`config.mk`:
```
export PLATFORM = sky130hd
export DESIGN_NAME = decode_literal_merge_flat
export DESIGN_NICKNAME = d
export VERILOG_FILES = /design/src/rtl/decode_literal_merge_pkg.sv /design/src/rtl/decode_literal_merge_if.sv /design/src/rtl/decode_literal_merge.sv /design/src/flat_wrapper.sv
export SDC_FILE = /design/constraint.sdc
export NUM_CORES = 1
export LEC_CHECK = 0
export ABC_AREA = 1
export BUFFER_PORTS_ARGS = -buffer_cell sky130_fd_sc_hd__buf_4
export CAP_MARGIN = 20
export CORE_MARGIN = 1.5
export CORE_UTILIZATION = 43
export CTS_CLUSTER_SIZE = 16
export DETAILED_ROUTE_END_ITERATION = 8
export PLACE_DENSITY = 0.73
export SLEW_MARGIN = 20
export SYNTH_ARGS = -nofsm -noshare
export SYNTH_HDL_FRONTEND = slang
export SYNTH_SLANG_ARGS = --single-unit
export TNS_END_PERCENT = 5
```
`constraint.sdc`:
```
create_clock -name clk -period 1.9 [get_ports clk]
set_clock_uncertainty 0.05 [all_clocks]
set_input_delay 0.095 -clock clk [delete_from_list [all_inputs] [get_ports clk]]
set_output_delay 0.095 -clock clk [all_outputs]
set_load 0.02 [all_outputs]
```
`src/rtl/decode_literal_merge_pkg.sv`:
```
// Shared decode-stage types and constants for the literal merge stage.
// Latency: n/a (definitions only).
// Backpressure: n/a (definitions only).
package decode_literal_merge_pkg;

    // Merge FSM encoding
    typedef enum logic [1:0] {
        ST_IDLE     = 2'd0,
        ST_WAIT_LIT = 2'd1,
        ST_HOLD     = 2'd2
    } lm_state_t;

    // Bit of the 33-bit literal word that flags a valid literal (fp_constant format)
    localparam int LIT_VALID_BIT = 32;

    // PC increments: base encoding size and trailing literal dword
    localparam int unsigned PC_INC_32  = 4;
    localparam int unsigned PC_INC_64  = 8;
    localparam int unsigned PC_INC_LIT = 4;

endpackage

```
`src/rtl/decode_literal_merge_if.sv`:
```
// Bundles the instruction, literal and issue channels of the literal merge stage.
// Latency: n/a (wiring only).
// Backpressure: valid/ready on every channel; slave is the merge stage.
interface decode_literal_merge_if #(
    parameter int WFID_W = 6,
    parameter int PC_W   = 32
);
    // Decoded instruction channel
    logic              in_valid;
    logic              in_ready;
    logic [63:0]       in_instr;
    logic              in_is64;
    logic [WFID_W-1:0] in_wfid;
    logic [PC_W-1:0]   in_pc;
    logic              in_lit_req;

    // Fetch literal stream
    logic              lit_valid;
    logic              lit_ready;
    logic [31:0]       lit_data;
    logic [WFID_W-1:0] lit_wfid;

    // Merged instruction to issue
    logic              out_valid;
    logic              out_ready;
    logic [63:0]       out_instr;
    logic [WFID_W-1:0] out_wfid;
    logic [PC_W-1:0]   out_pc;
    logic [PC_W-1:0]   out_next_pc;
    logic [32:0]       out_literal;
    logic              out_lit_err;

    modport master (
        output in_valid, in_instr, in_is64, in_wfid, in_pc, in_lit_req,
        output lit_valid, lit_data, lit_wfid,
        output out_ready,
        input  in_ready, lit_ready,
        input  out_valid, out_instr, out_wfid, out_pc, out_next_pc, out_literal, out_lit_err
    );

    modport slave (
        input  in_valid, in_instr, in_is64, in_wfid, in_pc, in_lit_req,
        input  lit_valid, lit_data, lit_wfid,
        input  out_ready,
        output in_ready, lit_ready,
        output out_valid, out_instr, out_wfid, out_pc, out_next_pc, out_literal, out_lit_err
    );
endinterface

```
`src/rtl/decode_literal_merge.sv`:
```
// Pairs a decoded instruction with its trailing literal dword and presents it to issue.
// Latency: 1 cycle after accept without literal; 1 cycle after literal consume otherwise.
// Backpressure: single-entry output register; in_ready follows out_ready in HOLD (zero bubble).
module decode_literal_merge
    import decode_literal_merge_pkg::*;
#(
    parameter int WFID_W = 6,
    parameter int PC_W   = 32
) (
    input  logic                   clk,
    input  logic                   rst,
    input  logic                   flush,
    input  logic [WFID_W-1:0]      flush_wfid,
    decode_literal_merge_if.slave  bus,
    output logic [15:0]            lit_count
);

    lm_state_t         state_q;
    logic              out_valid_q;
    logic [63:0]       instr_q;
    logic [WFID_W-1:0] wfid_q;
    logic [PC_W-1:0]   pc_q;
    logic [PC_W-1:0]   next_pc_q;
    logic [32:0]       literal_q;
    logic              lit_err_q;
    logic [15:0]       lit_count_q;

    logic              flush_hit;
    logic              in_ready_d;
    logic              lit_ready_d;
    logic              accept;
    logic              lit_take;
    logic [PC_W-1:0]   next_pc_d;

    // Handshake decode: flush squashes both channels, reset holds everything off
    always_comb begin
        flush_hit   = flush && (flush_wfid == wfid_q) && (state_q != ST_IDLE);
        in_ready_d  = !rst && !flush &&
                      ((state_q == ST_IDLE) || ((state_q == ST_HOLD) && bus.out_ready));
        lit_ready_d = !rst && !flush_hit && (state_q == ST_WAIT_LIT);
        accept      = bus.in_valid && in_ready_d;
        lit_take    = bus.lit_valid && lit_ready_d;
        // Literal request is known at accept, so the full next PC is fixed then
        next_pc_d   = bus.in_pc
                    + (bus.in_is64    ? PC_W'(PC_INC_64)  : PC_W'(PC_INC_32))
                    + (bus.in_lit_req ? PC_W'(PC_INC_LIT) : PC_W'(0));
    end

    // Merge FSM with registered output payload
    always_ff @(posedge clk) begin
        if (rst) begin
            state_q     <= ST_IDLE;
            out_valid_q <= 1'b0;
            instr_q     <= '0;
            wfid_q      <= '0;
            pc_q        <= '0;
            next_pc_q   <= '0;
            literal_q   <= '0;
            lit_err_q   <= 1'b0;
            lit_count_q <= '0;
        end else if (flush_hit) begin
            state_q     <= ST_IDLE;
            out_valid_q <= 1'b0;
        end else if (accept) begin
            instr_q     <= bus.in_instr;
            wfid_q      <= bus.in_wfid;
            pc_q        <= bus.in_pc;
            next_pc_q   <= next_pc_d;
            literal_q   <= '0;
            lit_err_q   <= 1'b0;
            state_q     <= bus.in_lit_req ? ST_WAIT_LIT : ST_HOLD;
            out_valid_q <= !bus.in_lit_req;
        end else begin
            case (state_q)
                ST_IDLE: ;
                ST_WAIT_LIT: begin
                    if (lit_take) begin
                        literal_q[LIT_VALID_BIT]     <= 1'b1;
                        literal_q[LIT_VALID_BIT-1:0] <= bus.lit_data;
                        lit_err_q   <= (bus.lit_wfid != wfid_q);
                        lit_count_q <= lit_count_q + 16'd1;
                        state_q     <= ST_HOLD;
                        out_valid_q <= 1'b1;
                    end
                end
                ST_HOLD: begin
                    if (bus.out_ready) begin
                        state_q     <= ST_IDLE;
                        out_valid_q <= 1'b0;
                    end
                end
                default: begin
                    state_q     <= ST_IDLE;
                    out_valid_q <= 1'b0;
                end
            endcase
        end
    end

    assign bus.in_ready    = in_ready_d;
    assign bus.lit_ready   = lit_ready_d;
    assign bus.out_valid   = out_valid_q;
    assign bus.out_instr   = instr_q;
    assign bus.out_wfid    = wfid_q;
    assign bus.out_pc      = pc_q;
    assign bus.out_next_pc = next_pc_q;
    assign bus.out_literal = literal_q;
    assign bus.out_lit_err = lit_err_q;
    assign lit_count       = lit_count_q;

endmodule

```
`src/flat_wrapper.sv`:
```
// flat-port wrapper written by rule: the top's interface ports become plain ports
module decode_literal_merge_flat import decode_literal_merge_pkg::*;
#(
    parameter int WFID_W = 6,
    parameter int PC_W   = 32
)
  (clk, rst, flush, flush_wfid, lit_count, bus_in_valid, bus_in_instr, bus_in_is64, bus_in_wfid, bus_in_pc, bus_in_lit_req, bus_lit_valid, bus_lit_data, bus_lit_wfid, bus_out_ready, bus_in_ready, bus_lit_ready, bus_out_valid, bus_out_instr, bus_out_wfid, bus_out_pc, bus_out_next_pc, bus_out_literal, bus_out_lit_err);
  decode_literal_merge_if #(.WFID_W(WFID_W), .PC_W(PC_W)) bus_i ();
  input  logic clk;
  input  logic rst;
  input  logic flush;
  input  logic [WFID_W-1:0] flush_wfid;
  output logic [15:0] lit_count;
  input wire logic [$bits(bus_i.in_valid)-1:0] bus_in_valid;
  input wire logic [$bits(bus_i.in_instr)-1:0] bus_in_instr;
  input wire logic [$bits(bus_i.in_is64)-1:0] bus_in_is64;
  input wire logic [$bits(bus_i.in_wfid)-1:0] bus_in_wfid;
  input wire logic [$bits(bus_i.in_pc)-1:0] bus_in_pc;
  input wire logic [$bits(bus_i.in_lit_req)-1:0] bus_in_lit_req;
  input wire logic [$bits(bus_i.lit_valid)-1:0] bus_lit_valid;
  input wire logic [$bits(bus_i.lit_data)-1:0] bus_lit_data;
  input wire logic [$bits(bus_i.lit_wfid)-1:0] bus_lit_wfid;
  input wire logic [$bits(bus_i.out_ready)-1:0] bus_out_ready;
  output wire logic [$bits(bus_i.in_ready)-1:0] bus_in_ready;
  output wire logic [$bits(bus_i.lit_ready)-1:0] bus_lit_ready;
  output wire logic [$bits(bus_i.out_valid)-1:0] bus_out_valid;
  output wire logic [$bits(bus_i.out_instr)-1:0] bus_out_instr;
  output wire logic [$bits(bus_i.out_wfid)-1:0] bus_out_wfid;
  output wire logic [$bits(bus_i.out_pc)-1:0] bus_out_pc;
  output wire logic [$bits(bus_i.out_next_pc)-1:0] bus_out_next_pc;
  output wire logic [$bits(bus_i.out_literal)-1:0] bus_out_literal;
  output wire logic [$bits(bus_i.out_lit_err)-1:0] bus_out_lit_err;
  assign bus_i.in_valid = bus_in_valid;
  assign bus_i.in_instr = bus_in_instr;
  assign bus_i.in_is64 = bus_in_is64;
  assign bus_i.in_wfid = bus_in_wfid;
  assign bus_i.in_pc = bus_in_pc;
  assign bus_i.in_lit_req = bus_in_lit_req;
  assign bus_i.lit_valid = bus_lit_valid;
  assign bus_i.lit_data = bus_lit_data;
  assign bus_i.lit_wfid = bus_lit_wfid;
  assign bus_i.out_ready = bus_out_ready;
  assign bus_in_ready = bus_i.in_ready;
  assign bus_lit_ready = bus_i.lit_ready;
  assign bus_out_valid = bus_i.out_valid;
  assign bus_out_instr = bus_i.out_instr;
  assign bus_out_wfid = bus_i.out_wfid;
  assign bus_out_pc = bus_i.out_pc;
  assign bus_out_next_pc = bus_i.out_next_pc;
  assign bus_out_literal = bus_i.out_literal;
  assign bus_out_lit_err = bus_i.out_lit_err;
  decode_literal_merge #(.WFID_W(WFID_W), .PC_W(PC_W)) u_core (.clk(clk), .rst(rst), .flush(flush), .flush_wfid(flush_wfid), .bus(bus_i), .lit_count(lit_count));
endmodule
```
== Word level (Yosys, flattened, before mapping) ==
Cells that the tools add are included.

* Equal/unequal tests: 7
* Reduce and logical (&&, ||, !) cells: 23
* $add $sub $neg: 3
* Mux-type cells: 17
* Bitwise operators: 2

{| class="wikitable"
|+ Operators by type and width
! cell !! count
|-
| 33-bit two-way mux || 3
|-
| 32-bit adder || 2
|-
| 16-bit by 1-bit adder with 16-bit output, second input constant || 1
|-
| 1-bit logical AND || 9
|-
| 2-bit two-way mux || 4
|-
| 6-bit equality test || 1
|-
| 1-bit two-way mux || 6
|-
| 6-bit inequality test || 1
|-
| 2-bit case mux with 3 select lines || 1
|-
| 3-bit AND reduction || 2
|-
| 2-bit nonzero test || 3
|-
| 1-bit zero test || 4
|-
| 4-bit two-way mux || 1
|-
| 4-bit AND reduction || 1
|-
| 3-bit two-way mux || 1
|-
| 3-bit by 1-bit inequality test with 1-bit output, second input constant || 1
|-
| 3-bit by 2-bit inequality test with 1-bit output, second input constant || 1
|-
| 1-bit case mux with 3 select lines || 1
|-
| 2-bit by 1-bit equality test with 1-bit output, second input constant || 1
|-
| 2-bit equality test, second input constant || 1
|-
| 2-bit zero test || 1
|-
| 2-bit by 1-bit inequality test with 1-bit output, second input constant || 1
|-
| 1-bit NOT || 2
|-
| 2-bit AND reduction || 1
|-
| other kinds (2) || 2
|}

* Register bits: 187
* Input bits: 154
* Output and inout port bits: 187
* Logic and storage cells: 61

== Logic depth before layout (Yosys ltp) ==
Gate-level depths: netlist (run 1).

* Depth after elaboration: 10
* Depth in mapped cells: 13
* Gate-level depth less buffers: 13

== Least setup slack after synthesis (run 1) ==
No wires, ideal clock.

* Path type: input port to flip-flop
* Start point: in bus_in_lit_req
* End point: reg u_core.next_pc_q[19], in the netlist u_core.bus.out_next_pc[19]
* Cell stages on the path: 12
* Path buffers: 0
* Arrival time: 1.698 ns
* Library setup time: 0.132 ns
* Setup slack: 0.020 ns
* Data required time: 1.718 ns
* Cells stage by stage: fa_1 -> ha_1 -> fa_1 -> nand2_1 -> nor2_1 -> inv_1 -> nor2_1 -> inv_1 -> nor2_1 -> xor2_1 -> nand2_1 -> a21oi_1

* Longest elaborated chain between the ends: 2

{| class="wikitable"
|+ RTL lines
! element !! RTL line !! RTL
|-
| start, declared || flat_wrapper.sv:19 || <nowiki>input wire logic [$bits(bus_i.in_lit_req)-1:0] bus_in_lit_req;</nowiki>
|-
| 3-bit two-way mux || decode_literal_merge.sv:46 || <nowiki>+ (bus.in_lit_req ? PC_W'(PC_INC_LIT) : PC_W'(0));</nowiki>
|-
| 32-bit adder || decode_literal_merge.sv:46 ||
|-
| end signal, assigned || decode_literal_merge.sv:68 || <nowiki>next_pc_q <= next_pc_d;</nowiki>
|-
| end, declared || decode_literal_merge.sv:23 || <nowiki>logic [PC_W-1:0] next_pc_q;</nowiki>
|}

Every way passes these cells.
A chain may end at the register's enable or synchronous reset.

== Worst setup path in the final report (run 1) ==
* Start point: reg u_core.wfid_q[0], in the netlist u_core.bus.out_wfid[0]
* End point: out bus_lit_ready

* Longest elaborated chain between the ends: 6

{| class="wikitable"
|+ RTL lines
! element !! RTL line !! RTL
|-
| start, declared || decode_literal_merge.sv:21 || <nowiki>logic [WFID_W-1:0] wfid_q;</nowiki>
|-
| start signal, assigned || decode_literal_merge.sv:66 || <nowiki>wfid_q <= bus.in_wfid;</nowiki>
|-
| 6-bit equality test || decode_literal_merge.sv:37 || <nowiki>flush_hit = flush && (flush_wfid == wfid_q) && (state_q != ST_IDLE);</nowiki>
|-
| 1-bit logical AND (2 in a row) || decode_literal_merge.sv:37 ||
|-
| 1-bit zero test || decode_literal_merge.sv:40 || <nowiki>lit_ready_d = !rst && !flush_hit && (state_q == ST_WAIT_LIT);</nowiki>
|-
| 1-bit logical AND (2 in a row) || decode_literal_merge.sv:40 ||
|-
| end, declared || flat_wrapper.sv:25 || <nowiki>output wire logic [$bits(bus_i.lit_ready)-1:0] bus_lit_ready;</nowiki>
|}

Every way passes these cells.

==> results of run 1 <==
final cells by class:
| type | count | share of cell area |
|---|---|---|
| repair buffers | 503 | 0.336 |
| flip-flops and latches | 184 | 0.294 |
| inverters | 72 | 0.0221 |
| clock inverters | 15 | 0.0139 |
| well taps | 225 | 0.0224 |
| clock buffers | 17 | 0.0339 |
| multi-input cells | 639 | 0.278 |
synthesized netlist by cell type:
| library cell | instances |
|---|---|
| nand2_1 | 197 |
| dfxtp_1 | 184 |
| nor2_1 | 79 |
| a22o_1 | 73 |
| nand3_1 | 68 |
| inv_1 | 66 |
| a21oi_1 | 59 |
| nand4_1 | 54 |
| buf_2 | 26 |
| o21ai_1 | 23 |
| o21ai_0 | 19 |
| clkbuf_1 | 15 |
| nor3_1 | 14 |
| xor2_1 | 11 |
| xnor2_1 | 9 |
| buf_4 | 8 |
| buf_6 | 7 |
| buf_1 | 5 |
| a211oi_1 | 4 |
| ha_1 | 4 |
| inv_2 | 4 |
| a32o_1 | 3 |
| and2_1 | 3 |
| fa_1 | 2 |
| inv_4 | 2 |
| nand2_4 | 2 |
| nand3b_1 | 2 |
| nor3_2 | 2 |
| or2_2 | 2 |
| a21boi_0 | 1 |
| a21oi_2 | 1 |
| a31oi_1 | 1 |
| and3_1 | 1 |
| nand3_2 | 1 |
| nand4_2 | 1 |
| nor2_2 | 1 |
| nor2_4 | 1 |
| nor4_1 | 1 |
placed cells by master, fill, tap and decap left out, drive strengths merged, types with 17 or more instances in the layout:
master,instances
a21oi,60
a22o,73
buf,367
clkbuf,17
dfxtp,184
dlygate4sd3,136
inv,80
nand2,199
nand3,69
nand4,55
nor2,81
o21ai,42
metrics by stage:
step	utilization	worst slack (ns)	total power [mW]	hold slack, ns
3_3_place_gp	0.604	-0.246	5.56	0.250
3_5_place_dp	0.604	-0.286	5.57	0.254
2_1_floorplan	-	0.0200	4.86	0.158
5_1_grt	0.720	-0.0179	9.67	0.0180
4_1_cts	0.716	0.0156	9.35	0.00151
6_report	0.720	0.0904	9.36	0.0207
worst min-delay path: stages:
cell	delay [ns]
buf_4	0.19
nand4_1	0.11
a21oi_1	0.05
registers in the layout (all words and copies together), names as in the netlist:
signal and cells:
u_core.lit_count 16, u_core.bus.out_lit_err 1, u_core.bus.out_wfid 6, u_core.bus.out_valid 1, u_core.bus.out_literal 33, u_core.state_q 1
u_core.bus.out_pc 30, u_core.bus.out_next_pc 32, u_core.bus.out_instr 64
cells by family after synthesis:
family                   after synthesis  share of synthesized area
adder cells (fa/ha/maj)                6                     0.0117
AO/OA/AOI/OAI                        184                      0.159
flip-flops                           184                      0.477
AND/OR/NAND/NOR                      429                      0.249
buffers and inverters                133                     0.0802
XOR/XNOR                              20                     0.0227
layer usage:
layer	global-route usage	vias up	share of wire
li1	-	4182	-
met1	0.351	4046	0.39
met2	0.521	422	0.48
met3	0.0885	85	0.085
met4	0.149	0	0.042
met5	0	-	0
worst paths after layout:
path	startpoint	to	slack, ns	cells past startpoint
worst min-delay path	bus_lit_valid	u_core.lit_count[5]	0.02	3
worst max-delay path	u_core.bus.out_wfid[0]	bus_lit_ready	0.09	7
worst max register to register	u_core.state_q[0]	u_core.bus.out_next_pc[18]	0.12	9
worst min register to register	u_core.bus.out_pc[21]	u_core.bus.out_pc[21]	0.40	2
power by group:
group	total [mW]	switching [mW]	leakage (nW)	internal [mW]
combinational	1.65	0.849	3.95	0.802
sequential	4.13	0.110	1.50	4.02
clock	3.58	1.80	0.293	1.78
total	9.36	2.75	5.74	6.61
repair_timing:
action / in CTS / in global routing
setup endpoints to repair: 1 / 15
hold buffers: 136 / 0
endpoints found under the hold margin: 157 / 0
resized for setup: 1 / 13
cloned: 0 / 0
==> results.json, run 1 <==
{
  "crit_fanout": 4,
  "die_height_um": 137,
  "drc": 0,
  "hp-class": "input port to flop",
  "multiInputGateArea_um2": 3490,
  "status": "finished clean",
  "ys.warnings.count": 0,
  "path_class": "flop to output port",
  "overflow": 0,
  "num_antenna_cells": 0,
  "num_rows": 48,
  "drt_iter0_markers": 578,
  "num-fill-cells": 1293,
  "clkLatencyLatePin_ns": 0.43,
  "place_congestion": 0.877,
  "end_kind": "output port",
  "syn_nets": 1116,
  "cap_violations": 0,
  "fin_crit_sh": 0.952,
  "synth-seq-area-share": 0.477,
  "grt_antenna_before_repair": 0,
  "numCtsBuffers": 17,
  "synth_area_leaders": "dfxtp_1, nand2_1, a22o_1",
  "layout-drive-gt1-share": 0.297,
  "ir_drop_mv": 0.830,
  "synth_area_um2": 7720,
  "max_slew.worst_pin.slew_ns": 0.588,
  "area_growth_pct": 62.5,
  "stdcell_area_um2": 12500,
  "ys_seq_elements": 184,
  "post_cts_buffers": 0,
  "cp_slowest_cell": "dfxtp_1",
  "power_leakage_nw": 5.74,
  "power_density_nw_per_um2": 746,
  "max_freq_mhz": 553,
  "cts_tree": "built",
  "drtPass1Iterations": 6,
  "slew_headroom": 0.608,
  "wl_mm": 29.5,
  "cts-root-buf": "clkbuf_16",
  "ios": 341,
  "hpwl_mm": 19.3,
  "required_ns": 1.75,
  "clock-sinks": 184,
  "dieWidth_um": 137,
  "netlist_instances": 956,
  "yosys.area.top_type": "dfxtp_1",
  "period_minus_slack_ns": 1.81,
  "start_util": 0.443,
  "viasPerCell": 5.28,
  "synth_top_cell_area_share": 0.477,
  "slowest_delay_ns": 0.40,
  "grt_pass1_vias": 8312,
  "cts_max_path_buffers": 2,
  "synth.distinct_cells": 38,
  "die-area_um2": 18800,
  "io_buffers": 340,
  "grt_max_degree": 72,
  "cts.clk_slew.worst_paths_ns": 0.08,
  "cp.arrival_ns": 1.66,
  "setup_viol": 0,
  "start_kind": "flop",
  "nets": 1577,
  "rsz0062_at_grt": "yes",
  "critPathMostFrequentCell": "nor2_1",
  "tns_ns": 0,
  "final_cells": 1655,
  "crit_chain": "inv_2 > nor2_1 > nor2_1 > nand3_1 > nor2_4 > nor4_4 > buf_4",
  "h-tree-depth": 4,
  "critPathTopFamily": "simple AND/OR/NAND/NOR gates",
  "path_buf_inv": 2,
  "via_count": 8735,
  "post_drt_wl_per_cell_um": 17.9,
  "grt_pass1_wl_mm": 44.2,
  "postRouteAntennaNets": 0,
  "finalHoldViolCount": 0,
  "placed_area_um2": 10500,
  "syn_area_per_cell_um2": 8.08,
  "grt_usage": 0.306,
  "slew_viol_final": 0,
  "regArea_um2": 3680,
  "dp.cells": 1487,
  "core_region_area_um2": 17400
}
No activity file was read; power rests on OpenSTA's default activity.
==> run 2: changes to the inputs <==
- clock period: 1.9 -> 1.5 ns (I/O delays scaled with it)
==> results.json, run 2 (same netlist as run 1, synthesis figures left out) <==
{
  "start_util": 0.443,
  "core_region_area_um2": 17400,
  "postRouteAntennaNets": 0,
  "crit_fanout": 3,
  "max_slew.worst_pin.slew_ns": 0.518,
  "hp-class": "input port to flop",
  "routed-wl-met2_mm": 15.2,
  "dieWidth_um": 137,
  "power_density_nw_per_um2": 891,
  "grt_max_degree": 49,
  "cts.clk_slew.worst_paths_ns": 0.07,
  "stdcell_area_um2": 13500,
  "drc": 0,
  "num-fill-cells": 1180,
  "required_ns": 1.37,
  "end_kind": "output port",
  "layout_commonest_cell": "buf_4",
  "clkLatencyLatePin_ns": 0.43,
  "period_minus_slack_ns": 1.74,
  "die-area_um2": 18800,
  "start_kind": "flop",
  "slew_headroom": 0.655,
  "area_growth_pct": 74.9,
  "tns_ns": -5.92,
  "max_freq_mhz": 574,
  "path_class": "flop to output port",
  "wl_met3_mm": 2.74,
  "nets": 1635,
  "ios": 341,
  "hpwl_mm": 19.7,
  "cts_tree": "built",
  "top_layer_used": "met4",
  "io_buffers": 340,
  "grt_antenna_before_repair": 3,
  "numCtsBuffers": 17,
  "drtPass1Iterations": 5,
  "rsz0062_at_grt": "yes",
  "layout_common_cells": "buf_4, nand2_1, dfxtp_1",
  "cts_max_path_buffers": 2,
  "overflow": 0,
  "power_leakage_nw": 6.13,
  "grt_pass1_vias": 8765,
  "slew_viol_final": 0,
  "h-tree-depth": 4,
  "placed_area_um2": 10900,
  "cts-root-buf": "clkbuf_16",
  "cap_violations": 0,
  "wl_mm": 31.8,
  "met1_length_mm": 12.2,
  "place_congestion": 0.882,
  "multiInputGateArea_um2": 3720,
  "via_count": 9137,
  "fin_crit_sh": 1.16,
  "setup_viol": 105,
  "grt_pass1_wl_mm": 46.9,
  "worst_slack_ns": -0.241,
  "status": "finished with violations",
  "ir_drop_mv": 0.778,
  "drt_iter0_markers": 528,
  "finalHoldViolCount": 0,
  "die_height_um": 137,
  "layout-drive-gt1-share": 0.368,
  "regArea_um2": 3700,
  "clock-sinks": 184,
  "grt_usage": 0.322,
  "post_drt_wl_per_cell_um": 18.5,
  "num_rows": 48,
  "cp.arrival_ns": 1.62,
  "violations": "setup timing",
  "viasPerCell": 5.32,
  "largest_reg_flops": 64
}
==> run 2: through the flow <==
| stage | instances | hold slack (ns) | power [mW] | utilization | worst slack [ns] |
|---|---|---|---|---|---|
| 2_1_floorplan | 956 | 0.138 | 6.17 | - | -0.229 |
| 3_3_place_gp | 1525 | 0.230 | 7.13 | 0.625 | -0.490 |
| 3_5_place_dp | 1525 | 0.232 | 7.15 | 0.625 | -0.535 |
| 4_1_cts | 1702 | 0.00921 | 11.9 | 0.753 | -0.257 |
| 5_1_grt | 1716 | 0.0247 | 12.4 | 0.775 | -0.321 |
| 6_report | 1716 | 0.0250 | 12.0 | 0.775 | -0.241 |
==> run 2: per-layer routing <==
metal,vias up,GRT usage
met5,-,0
met4,0,0.167
met3,99,0.0804
met2,476,0.540
met1,4246,0.380
li1,4316,-
==> run 2: area by class of cell <==
cell class,count,share of cell area
clock inverter,14,0.0112
clock buffer,18,0.0325
inverter,72,0.0215
timing repair buffer,561,0.364
multi-input combinational,639,0.275
antenna,3,0.000556
tap,225,0.0208
sequential,184,0.274
==> run 2: final timing paths <==
kind / start / to / slack [ns] / cells after the start
hold reg to reg: u_core.bus.out_pc[21] / u_core.bus.out_pc[21] / 0.40 / 2
hold / removal: bus_lit_valid / u_core.lit_count[7] / 0.03 / 3
setup reg to reg: u_core.bus.out_wfid[4] / u_core.bus.out_literal[30] / -0.14 / 12
setup / recovery: u_core.bus.out_wfid[4] / bus_lit_ready / -0.24 / 9
==> run 2: what timing repair did <==
item | CTS | global route
buffers inserted | 5 | 10
hold buffers | 135 | 0
gates resized for setup | 30 | 86
endpoints found under the hold margin | 152 | 0
gates cloned | 6 | 2
setup endpoints to repair | 86 | 177
pin swaps | 11 | 22
==> run 2: power by group <==
part | switching, mW | internal (mW)
sequential | 0.135 | 5.09
combinational | 1.17 | 1.17
clock | 2.19 | 2.27
==> run 2: critical path: stages, from the launching register on <==
cell,delay [ns]
dfxtp_2,0.34
inv_2,0.05
nand2_1,0.05
nand2_2,0.07
nor2_1,0.05
nand2_1,0.06
nor2_2,0.05
buf_4,0.13
nor4_4,0.21
buf_6,0.18
==> run 3: changes to the inputs <==
--- a/config.mk
+++ b/config.mk
@@ -18,3 +18,3 @@
 export SYNTH_HDL_FRONTEND = slang
 export SYNTH_SLANG_ARGS = --single-unit
-export TNS_END_PERCENT = 5
+export TNS_END_PERCENT = 100
--- a/constraint.sdc
+++ b/constraint.sdc
@@ -3,3 +3,3 @@
 set_input_delay 0.075 -clock clk [delete_from_list [all_inputs] [get_ports clk]]
 set_output_delay 0.075 -clock clk [all_outputs]
-set_load 0.02 [all_outputs]
+set_load 0.05 [all_outputs]
==> results.json, run 3 (same netlist as run 1, synthesis figures left out) <==
{
  "status": "finished with violations",
  "violations": "setup timing",
  "start_kind": "flop",
  "fin_crit_sh": 1.21,
  "die_height_um": 137,
  "overflow": 0,
  "via_count": 10100,
  "clkLatencyLatePin_ns": 0.44,
  "slew_headroom": 0.483,
  "max_slew.worst_pin.slew_ns": 0.776,
  "wl_mm": 38.3,
  "slowest_delay_ns": 0.37,
  "required_ns": 1.37,
  "grt_antenna_before_repair": 0,
  "cp_slowest_cell": "dfxtp_4",
  "critPathTopFamily": "simple AND/OR/NAND/NOR gates",
  "core_region_area_um2": 17400,
  "num_antenna_cells": 0,
  "layout_commonest_cell": "buf_4",
  "cts_tree": "built",
  "min_from": "bus_in_lit_req",
  "hp-class": "input port to flop",
  "tns_ns": -27.24,
  "max_freq_mhz": 552,
  "grt_pass1_vias": 9065,
  "ir_drop_mv": 0.866,
  "cts-root-buf": "clkbuf_16",
  "layout_common_cells": "buf_4, dfxtp_1, nand2_1",
  "critPathMostFrequentCell": "buf_6",
  "path_buf_inv": 2,
  "final_cells": 1758,
  "clock-sinks": 184,
  "ios": 341,
  "dieWidth_um": 137,
  "drt_iter0_markers": 962,
  "period_minus_slack_ns": 1.81,
  "setup_viol": 179,
  "area_growth_pct": 97.4,
  "cap_violations": 0,
  "die-area_um2": 18800,
  "cts.clk_slew.worst_paths_ns": 0.07,
  "crit_fanout": 5,
  "viasPerCell": 5.75,
  "layout-drive-gt1-share": 0.478,
  "grt_pass1_wl_mm": 48.4,
  "drtPass1Iterations": 6,
  "hpwl_mm": 18.9,
  "h-tree-depth": 4,
  "path_class": "flop to output port",
  "num_rows": 48,
  "hold_slack_ns": 0.0409,
  "worstReg2RegStart": "u_core.state_q[0]",
  "rsz0062_at_grt": "yes",
  "largest_reg_flops": 64,
  "post_drt_wl_per_cell_um": 21.8,
  "drc": 0,
  "grt_usage": 0.336,
  "grt_max_degree": 54,
  "start_util": 0.443,
  "finalHoldViolCount": 0,
  "crit_start": "u_core.bus.out_valid",
  "slew_viol_final": 0,
  "io_buffers": 340,
  "power_density_nw_per_um2": 856,
  "power_leakage_nw": 6.79,
  "dp.cells": 1516,
  "worst_slack_ns": -0.311,
  "nets": 1680,
  "numCtsBuffers": 17,
  "end_kind": "output port",
  "cp.arrival_ns": 1.69,
  "crit_chain": "o21ai_2 > nor2_1 > nand2_1 > nor2_4 > buf_6 > nor4_4 > buf_6",
  "cts_max_path_buffers": 2,
  "postRouteAntennaNets": 0,
  "place_congestion": 0.868
}
run 3: cell count changes in the layout (fill, tap and decap cells not counted), moves of 12 or more:
cell	change
o21ai_2	+21
nand2_4	+26
nand3_2	+19
buf_12	+13
nand3_1	-30
a21oi_2	+26
buf_6	+12
o21ai_1	-18
nor2_1	-16
nand2_1	-37
a21oi_1	-26
run 3: report_power, final:
| group | leakage (nW) | switching [mW] | internal [mW] | total [mW] |
|---|---|---|---|---|
| Clock | 0.284 | 2.13 | 2.36 | 4.49 |
| Sequential | 1.51 | 0.169 | 5.09 | 5.26 |
| Combinational | 4.99 | 1.87 | 1.44 | 3.31 |
run 3: layout make-up:
type                    instances  area (µm²)
clock buffers                  19         443
clock inverters                13         119
fillers                       833        2180
inverters                      72         303
multi-input cells             639        4480
flip-flops and latches        184        3730
well taps                     225         282
repair buffers                605        5860
repair inverters                1        16.3
run 3: routing by layer:
metal,vias to the layer above,global-route usage,wire length [µm]
met4,0,0.161,2610
met1,4748,0.384,13500
met5,-,0,0
met3,225,0.0767,3550
li1,4395,-,-
met2,735,0.591,18600
run 3: what timing repair did:
| item | 4_1_cts | 5_1_grt |
|---|---|---|
| hold buffers | 137 | 0 |
| resized for setup | 135 | 163 |
| gates cloned | 17 | 15 |
| endpoints found under the hold margin | 165 | 0 |
| pin swaps | 50 | 47 |
| buffers inserted | 26 | 23 |
| endpoints found under the setup margin | 93 | 165 |
run 3: stage by stage:
| step | area, µm² | setup slack (ns) | util | total power, mW |
|---|---|---|---|---|
| CTS | 14200 | -0.311 | 0.814 | 12.6 |
| global route | 15200 | -0.435 | 0.875 | 13.4 |
| detailed placement | 11100 | -0.498 | 0.636 | 7.65 |
| floorplan | 8120 | -0.220 | - | 6.70 |
| global placement | 11100 | -0.440 | 0.636 | 7.63 |
| finish | 15200 | -0.311 | 0.875 | 13.1 |
run 3: final timing paths:
kind	end	cells past startpoint	slack, ns
worst max register to register	u_core.bus.out_literal[6]	12	-0.26
worst min register to register	u_core.bus.out_pc[16]	2	0.41
worst max-delay path	bus_lit_ready	7	-0.31
worst min-delay path	u_core.state_q[0]	4	0.04
run 3: worst register-to-register path: cells and delay by family (launching register included):
family | cells | cell delay, ns
simple gates | 7 | 0.57
flops | 1 | 0.36
buf+inv | 4 | 0.58
compound gates | 1 | 0.05
